File: src/rtl/uart_frame_rx_if.sv
// Handshake bundle of uart_frame_rx: RX byte queue, 32-bit word FIFO, status and TX ack queue.
// master: the frame receiver. slave: the surrounding queues/FIFO (or a testbench).
interface uart_frame_rx_if;
  logic [7:0]  rxq_data;
  logic        rxq_empty;
  logic        deq_rxq;
  logic [31:0] word_data;
  logic        word_valid;
  logic        word_ready;
  logic        frame_ok;
  logic        frame_err;
  logic [1:0]  err_code;
  logic        busy;
  logic        enq_txq;
  logic [7:0]  txq_data;
  logic        txq_full;

  modport master (
    input  rxq_data, rxq_empty, word_ready, txq_full,
    output deq_rxq, word_data, word_valid, frame_ok, frame_err, err_code, busy,
           enq_txq, txq_data
  );

  modport slave (
    output rxq_data, rxq_empty, word_ready, txq_full,
    input  deq_rxq, word_data, word_valid, frame_ok, frame_err, err_code, busy,
           enq_txq, txq_data
  );
endinterface

File: src/rtl/uart_frame_rx.sv
// uart_frame_rx: hunts SYNC0/SYNC1, reads a word-count byte, buffers the big-endian payload
// words, verifies an 8-bit additive checksum and only then drains the words downstream.
// Optional macro UART_FRAME_ACK_EN: after each good/rejected frame push one ack byte to the
// TX queue (8'h06 on success, {6'b111000, err_code} on error).
module uart_frame_rx #(
  parameter int unsigned MAX_WORDS      = 64,
  parameter int unsigned TIMEOUT_CYCLES = 100000,
  parameter logic [7:0]  SYNC0          = 8'hA5,
  parameter logic [7:0]  SYNC1          = 8'h5A
) (
  input logic             i_clk,
  input logic             i_rst,
  uart_frame_rx_if.master bus
);
  localparam int unsigned LenW = $clog2(MAX_WORDS + 1);
  localparam int unsigned IdxW = (MAX_WORDS > 1) ? $clog2(MAX_WORDS) : 1;
  localparam int unsigned GapW = $clog2(TIMEOUT_CYCLES + 1);
  localparam logic [8:0]      MaxLen   = 9'(MAX_WORDS);
  localparam logic [GapW-1:0] GapLimit = GapW'(TIMEOUT_CYCLES);

  typedef enum logic [2:0] {
    StHunt0, StHunt1, StLen, StPayload, StChk, StDrain, StAck
  } state_e;

`ifdef UART_FRAME_ACK_EN
  localparam state_e StDone = StAck;
`else
  localparam state_e StDone = StHunt0;
`endif

  state_e            state_q, state_d;
  logic [LenW-1:0]   len_q, len_d;
  logic [LenW-1:0]   wr_idx_q, wr_idx_d;
  logic [LenW-1:0]   rd_idx_q, rd_idx_d;
  logic [1:0]        byte_cnt_q, byte_cnt_d;
  logic [23:0]       asm_q, asm_d;
  logic [7:0]        chk_q, chk_d;
  logic [GapW-1:0]   gap_q, gap_d;
  logic              ok_q, ok_d;
  logic              err_q, err_d;
  logic [1:0]        err_code_q, err_code_d;
  logic [31:0]       buf_q [MAX_WORDS];
  logic              buf_we;
  logic [31:0]       buf_wdata;
  logic              rx_state, consume, fail, done;
  logic [1:0]        fail_code;
`ifdef UART_FRAME_ACK_EN
  logic              ack_ok_q, ack_ok_d;
`endif

  // Bytes are only taken while hunting or inside a frame; DRAIN/ACK back-pressure the RX queue.
  assign rx_state = state_q inside {StHunt0, StHunt1, StLen, StPayload, StChk};
  assign consume  = rx_state && !bus.rxq_empty && !i_rst;

  // Next-state, datapath updates and error/completion detection.
  always_comb begin
    state_d    = state_q;
    len_d      = len_q;
    wr_idx_d   = wr_idx_q;
    rd_idx_d   = rd_idx_q;
    byte_cnt_d = byte_cnt_q;
    asm_d      = asm_q;
    chk_d      = chk_q;
    gap_d      = gap_q;
    ok_d       = 1'b0;
    err_d      = 1'b0;
    err_code_d = err_code_q;
    buf_we     = 1'b0;
    buf_wdata  = {asm_q, bus.rxq_data};
    fail       = 1'b0;
    fail_code  = 2'd0;
    done       = 1'b0;
`ifdef UART_FRAME_ACK_EN
    ack_ok_d   = ack_ok_q;
`endif
    unique case (state_q)
      StHunt0: if (consume && bus.rxq_data == SYNC0) state_d = StHunt1;
      StHunt1: begin
        if (consume) begin
          if (bus.rxq_data == SYNC1) state_d = StLen;
          else if (bus.rxq_data != SYNC0) state_d = StHunt0;
        end
      end
      StLen: begin
        if (consume) begin
          if (bus.rxq_data == 8'h00 || {1'b0, bus.rxq_data} > MaxLen) begin
            fail      = 1'b1;
            fail_code = 2'd1;
          end else begin
            len_d      = bus.rxq_data[LenW-1:0];
            chk_d      = bus.rxq_data;
            wr_idx_d   = '0;
            byte_cnt_d = '0;
            state_d    = StPayload;
          end
        end
      end
      StPayload: begin
        if (consume) begin
          chk_d      = chk_q + bus.rxq_data;
          asm_d      = {asm_q[15:0], bus.rxq_data};
          byte_cnt_d = byte_cnt_q + 2'd1;
          if (byte_cnt_q == 2'd3) begin
            buf_we   = 1'b1;
            wr_idx_d = wr_idx_q + LenW'(1);
            if (wr_idx_d == len_q) state_d = StChk;
          end
        end
      end
      StChk: begin
        if (consume) begin
          if (bus.rxq_data == chk_q) begin
            state_d  = StDrain;
            rd_idx_d = '0;
          end else begin
            fail      = 1'b1;
            fail_code = 2'd2;
          end
        end
      end
      StDrain: begin
        if (bus.word_ready) begin
          if (rd_idx_q + LenW'(1) == len_q) done = 1'b1;
          else rd_idx_d = rd_idx_q + LenW'(1);
        end
      end
      StAck: if (!bus.txq_full) state_d = StHunt0;
      default: state_d = StHunt0;
    endcase

    // Inter-byte gap watchdog, armed only between SYNC1 and CHK.
    if (state_q inside {StLen, StPayload, StChk}) begin
      if (consume) begin
        gap_d = '0;
      end else begin
        gap_d = gap_q + GapW'(1);
        if (gap_d == GapLimit) begin
          fail      = 1'b1;
          fail_code = 2'd3;
        end
      end
    end else begin
      gap_d = '0;
    end

    if (fail) begin
      state_d    = StDone;
      err_d      = 1'b1;
      err_code_d = fail_code;
    end
    if (done) begin
      state_d = StDone;
      ok_d    = 1'b1;
    end
`ifdef UART_FRAME_ACK_EN
    if (fail) ack_ok_d = 1'b0;
    if (done) ack_ok_d = 1'b1;
`endif
  end

  // State and control registers with synchronous reset.
  always_ff @(posedge i_clk) begin
    if (i_rst) begin
      state_q    <= StHunt0;
      len_q      <= '0;
      wr_idx_q   <= '0;
      rd_idx_q   <= '0;
      byte_cnt_q <= '0;
      asm_q      <= '0;
      chk_q      <= '0;
      gap_q      <= '0;
      ok_q       <= 1'b0;
      err_q      <= 1'b0;
      err_code_q <= 2'd0;
    end else begin
      state_q    <= state_d;
      len_q      <= len_d;
      wr_idx_q   <= wr_idx_d;
      rd_idx_q   <= rd_idx_d;
      byte_cnt_q <= byte_cnt_d;
      asm_q      <= asm_d;
      chk_q      <= chk_d;
      gap_q      <= gap_d;
      ok_q       <= ok_d;
      err_q      <= err_d;
      err_code_q <= err_code_d;
    end
  end

`ifdef UART_FRAME_ACK_EN
  // Remembers which ack byte the ACK state must send.
  always_ff @(posedge i_clk) begin
    if (i_rst) ack_ok_q <= 1'b0;
    else ack_ok_q <= ack_ok_d;
  end
`endif

  // Word buffer; contents are don't-care until written, so it has no reset.
  always_ff @(posedge i_clk) begin
    if (buf_we) buf_q[wr_idx_q[IdxW-1:0]] <= buf_wdata;
  end

  assign bus.deq_rxq    = consume;
  assign bus.word_valid = (state_q == StDrain);
  assign bus.word_data  = (state_q == StDrain) ? buf_q[rd_idx_q[IdxW-1:0]] : 32'h0;
  assign bus.frame_ok   = ok_q;
  assign bus.frame_err  = err_q;
  assign bus.err_code   = err_code_q;
  assign bus.busy       = (state_q != StHunt0);
`ifdef UART_FRAME_ACK_EN
  assign bus.enq_txq  = (state_q == StAck) && !bus.txq_full;
  assign bus.txq_data = (state_q == StAck) ? (ack_ok_q ? 8'h06 : {6'b111000, err_code_q})
                                           : 8'h00;
`else
  assign bus.enq_txq  = 1'b0;
  assign bus.txq_data = 8'h00;
`endif
endmodule
File: src/flat_wrapper.sv
// flat-port wrapper written by rule: the top's interface ports become plain ports
module uart_frame_rx_flat 
#(
  parameter int unsigned MAX_WORDS      = 64,
  parameter int unsigned TIMEOUT_CYCLES = 100000,
  parameter logic [7:0]  SYNC0          = 8'hA5,
  parameter logic [7:0]  SYNC1          = 8'h5A
)
  (i_clk, i_rst, bus_rxq_data, bus_rxq_empty, bus_word_ready, bus_txq_full, bus_deq_rxq, bus_word_data, bus_word_valid, bus_frame_ok, bus_frame_err, bus_err_code, bus_busy, bus_enq_txq, bus_txq_data);
  uart_frame_rx_if bus_i ();
  input logic i_clk;
  input logic i_rst;
  input wire logic [$bits(bus_i.rxq_data)-1:0] bus_rxq_data;
  input wire logic [$bits(bus_i.rxq_empty)-1:0] bus_rxq_empty;
  input wire logic [$bits(bus_i.word_ready)-1:0] bus_word_ready;
  input wire logic [$bits(bus_i.txq_full)-1:0] bus_txq_full;
  output wire logic [$bits(bus_i.deq_rxq)-1:0] bus_deq_rxq;
  output wire logic [$bits(bus_i.word_data)-1:0] bus_word_data;
  output wire logic [$bits(bus_i.word_valid)-1:0] bus_word_valid;
  output wire logic [$bits(bus_i.frame_ok)-1:0] bus_frame_ok;
  output wire logic [$bits(bus_i.frame_err)-1:0] bus_frame_err;
  output wire logic [$bits(bus_i.err_code)-1:0] bus_err_code;
  output wire logic [$bits(bus_i.busy)-1:0] bus_busy;
  output wire logic [$bits(bus_i.enq_txq)-1:0] bus_enq_txq;
  output wire logic [$bits(bus_i.txq_data)-1:0] bus_txq_data;
  assign bus_i.rxq_data = bus_rxq_data;
  assign bus_i.rxq_empty = bus_rxq_empty;
  assign bus_i.word_ready = bus_word_ready;
  assign bus_i.txq_full = bus_txq_full;
  assign bus_deq_rxq = bus_i.deq_rxq;
  assign bus_word_data = bus_i.word_data;
  assign bus_word_valid = bus_i.word_valid;
  assign bus_frame_ok = bus_i.frame_ok;
  assign bus_frame_err = bus_i.frame_err;
  assign bus_err_code = bus_i.err_code;
  assign bus_busy = bus_i.busy;
  assign bus_enq_txq = bus_i.enq_txq;
  assign bus_txq_data = bus_i.txq_data;
  uart_frame_rx #(.MAX_WORDS(MAX_WORDS), .TIMEOUT_CYCLES(TIMEOUT_CYCLES), .SYNC0(SYNC0), .SYNC1(SYNC1)) u_core (.i_clk(i_clk), .i_rst(i_rst), .bus(bus_i));
endmodule
File: config.mk
export PLATFORM = sky130hd
export DESIGN_NAME = uart_frame_rx_flat
export DESIGN_NICKNAME = d
export VERILOG_FILES = /design/src/rtl/uart_frame_rx_if.sv /design/src/rtl/uart_frame_rx.sv /design/src/flat_wrapper.sv
export SDC_FILE = /design/constraint.sdc
export NUM_CORES = 2
export LEC_CHECK = 0
export ABC_AREA = 1
export BUFFER_PORTS_ARGS = -buffer_cell sky130_fd_sc_hd__buf_4
export CAP_MARGIN = 5
export CORE_MARGIN = 1
export CORE_UTILIZATION = 35
export DETAILED_ROUTE_END_ITERATION = 10
export MAX_ROUTING_LAYER = met4
export PLACE_DENSITY = 0.55
export SLEW_MARGIN = 40
export SYNTH_ARGS = -nofsm -noshare
export SYNTH_HDL_FRONTEND = slang
export SYNTH_SLANG_ARGS = --single-unit
File: constraint.sdc
create_clock -name i_clk -period 4.3 [get_ports i_clk]
set_clock_uncertainty 0.1 [all_clocks]
set_input_delay 0.86 -clock i_clk [delete_from_list [all_inputs] [get_ports i_clk]]
set_output_delay 0.86 -clock i_clk [all_outputs]
set_load 0.02 [all_outputs]
==> impl_metrics.py <==
metrics = {
    "floorplanning": {
        "die_height_um": 495,
        "start_util_pct": 35.3,
        "rows": 180,
        "dieArea_um2": 245000,
        "die_w_um": 495,
        "core-area_um2": 241000,
        "ios": 61,
    },
    "cells_and_area": {
        "seqCellArea_um2": 63300,
        "fillCellCount": 21900,
        "area_delta_synth_final_pct": 20.6,
        "fin_nets": 6989,
        "layout-drive-gt1-share_pct": 15.5,
        "multi_input_area_um2": 21000,
        "final_cells": 10300,
    },
    "worst_setup_path": {
        "cp.required_ps": 3340,
        "cp-start-kind": "flop",
        "critPathKind": "reg -> out",
        "r2r-end": "u_core.buf_q[10][10]",
        "r2r_start": "u_core.state_q[1]",
        "cp_max_fo": 8,
        "rrSetupSlack_ps": 980,
        "crit_arrival_ps": 3310,
        "reg2reg_depth": 11,
        "end_kind": "output port",
    },
    "route": {
        "met3_length_mm": 23.3,
        "drtPass1Iterations": 7,
        "drt-met1-wl_mm": 115,
        "wl_mm": 289,
        "drcViolationCount": 0,
        "antenna_left": 0,
        "dr_wl_met2_mm": 140,
        "vias_per_cell": 5.69,
        "top_layer_used": "met4",
        "wl_per_cell_um": 28.0,
        "first_iter_violations": 7698,
        "dr_total_vias": 58800,
    },
    "synth": {
        "synth_flop_cell": "edfxtp_1",
        "yosysMostFrequentCell": "edfxtp_1",
        "async_flop_share_pct": 0,
        "synth_edf_count": 2048,
        "ys_seq_elements": 2133,
        "netlist_instances": 6736,
        "synth_area_leaders": "edfxtp_1 (72%), o21ai_0 (6.5%), nor2_1 (5.5%), o22ai_1 (3.3%), nand2_1 (2.4%)",
        "ys_top_cells_by_count": "edfxtp_1 (2,048), nor2_1 (1,240), o21ai_0 (1,099)",
        "yosys.area.top_type": "edfxtp_1",
        "ys_seq_area_share_pct": 74.3,
        "yosys_warnings": 0,
        "yosysTopAreaCellShare_pct": 72.3,
        "syn-cell-area_um2": 85100,
        "avgSynthCellArea_um2": 12.6,
        "yosys.cell_types.count": 48,
    },
    "clock_tree": {
        "clk_pin_slew_ps": 60,
        "cts_sinks": 2133,
        "worstSkewPairLatency_ps": 900,
        "root_buffer": "clkbuf_16",
        "cts_hold_buf": 0,
        "clk_path_buf_depth": 3,
        "cts_tree": "done",
        "cts_inserted_buffers": 213,
        "h-tree-depth": 4,
    },
    "sta": {
        "worst_pin_slew_ps": 875,
        "slew_headroom_pct": 41.7,
        "fin_tns_setup_ps": 0,
        "final.period_utilization_pct": 99.4,
        "slew_violations": 0,
        "hold_viol_final": 0,
        "clock.fmax_ghz": 0.234,
        "rsz0062_at_grt": "true",
        "fin_crit_ps": 4270,
        "setup_violations": 0,
    },
    "global_routing": {
        "antenna_found_initial": 9,
        "grt_pass1_wl_mm": 403,
        "grt_pass1_vias": 55500,
        "grt_max_degree": 93,
        "overflow": 0,
        "grt_usage_pct": 23.4,
    },
    "status": {
        "status": "completed",
    },
    "power_and_ir_drop": {
        "p_sw_mw": 8.33,
        "pwr-share-comb_pct": 0.4,
        "p_int_mw": 32.5,
        "swShare_pct": 20.4,
        "seqPwrFrac_pct": 55.1,
        "ir_worst_vdd_v": 0.000355,
        "p_leak_nw": 37.7,
        "pwr-share-clk_pct": 44.4,
        "p_per_area_nw_per_um2": 397,
    },
    "placed_design": {
        "dpl.cell_count": 9778,
        "gp_routability_congestion": 0.830,
        "port_buffers": 51,
        "post-dp-hpwl_mm": 142,
    },
    "min_path": {
        "whs_endpoint": "u_core.bus.frame_ok",
        "min_from": "bus_word_ready",
        "hp-class": "in -> reg",
        "holdPathStages": 3,
    },
    "run": {
        "max_cap_viol_count": 0,
    },
}
==> sequential cells by signal, indices dropped and copies added (netlist names), named ones only <==
signal                count
u_core.wr_idx_q           7
u_core.chk_q              8
u_core.bus.frame_ok       1
u_core.byte_cnt_q         2
u_core.len_q              7
u_core.rd_idx_q           7
u_core.gap_q             17
u_core.bus.err_code       2
u_core.bus.frame_err      1
u_core.buf_q           2048
u_core.state_q            3
u_core.asm_q             24
==> placed cells by master (no fill, tap or decap), types with 90 or more instances in the layout <==
master     Yosys  routed
o22ai_1      455     448
inv_1         94      90
edfxtp_1    2048    2048
nor2_1      1240    1162
nand3_1      312     240
nand2_1      553     499
o21ai_0     1099    1041
clkbuf_16      0     245
buf_4         68     208
buf_12         0      92
o21ai_1       75     112
==> through the flow <==
step | power [mW] | utilization, % | worst slack, ps | hold slack (ps) | area, µm²
after global placement | 23.1 | 37.7 | -78.0 | 360 | 90800
final | 40.8 | 42.6 | 27.6 | 272 | 103000
after floorplan | 23.0 | - | 413 | 345 | 85100
after detailed placement | 23.1 | 37.7 | -82.1 | 362 | 90800
after CTS | 41.0 | 42.0 | -42.9 | 216 | 101000
after global routing | 41.7 | 42.6 | -27.8 | 257 | 103000
==> timing repair <==
item	CTS	global route
pin swaps	65	113
cloned	51	30
gates resized for setup	334	207
setup buffers	68	16
endpoints found under the setup margin	32	32
==> per-layer routing <==
metal  track usage [%]  vias up
met2              38.0     2959
li1                  -    25400
met3              3.22      548
met5                 -        -
met4              8.82        0
met1              29.8    29900
==> cells by family (layout without fill, tap and decap cells) <==
group / Yosys count / count (layout) / synth area share [%]
adder cells (fa/ha/maj): 13 / 13 / 0.200
XOR/XNOR: 19 / 19 / 0.196
AO/OA/AOI/OAI: 1830 / 1830 / 11.9
flip-flops: 2133 / 2133 / 74.3
AND/OR/NAND/NOR: 2159 / 2159 / 10.2
other: 1 / 11 / 0.00441
buffers and inverters: 581 / 983 / 3.26
==> power by group through the flow <==
stage / clock network [mW] / registers (mW) / logic, mW
6_report: 18.1 / 22.5 / 0.178
5_1_grt: 19.1 / 22.5 / 0.185
4_1_cts: 18.3 / 22.5 / 0.175
3_5_place_dp: 0 / 22.9 / 0.175
3_3_place_gp: 0 / 22.9 / 0.172
2_1_floorplan: 0 / 22.9 / 0.0429
==> cell type report <==
cell class / instances / area share, %
sequential: 2133 / 61.6
multi-input combinational: 4030 / 20.4
timing repair buffer: 472 / 6.91
clock buffer: 272 / 5.48
tap: 3185 / 3.88
clock inverter: 126 / 1.08
inverter: 105 / 0.456
timing repair inverter: 8 / 0.110
antenna: 2 / 0.00488
==> critical path, stage by stage, from the launching register on <==
cell	delay (ps)
dfxtp_4	360
buf_12	160
clkinv_16	110
buf_16	200
buf_12	140
buf_6	100
o21ai_0	70
o22ai_1	120
o21ai_0	120
o21ai_2	330
nand2_2	200
nand3_4	140
nand2_4	60
nor2_4	150
buf_6	140
==> worst max path at each step <==
stage | to | slack [ps]
floorplan | u_core.buf_q[14][0] | 410
global placement | bus_word_data[1] | -80
detailed placement | bus_word_data[1] | -80
CTS | bus_word_data[12] | -40
global route | bus_word_data[9] | -30
finish | bus_word_data[12] | 30
No activity file was read; power rests on OpenSTA's default activity.
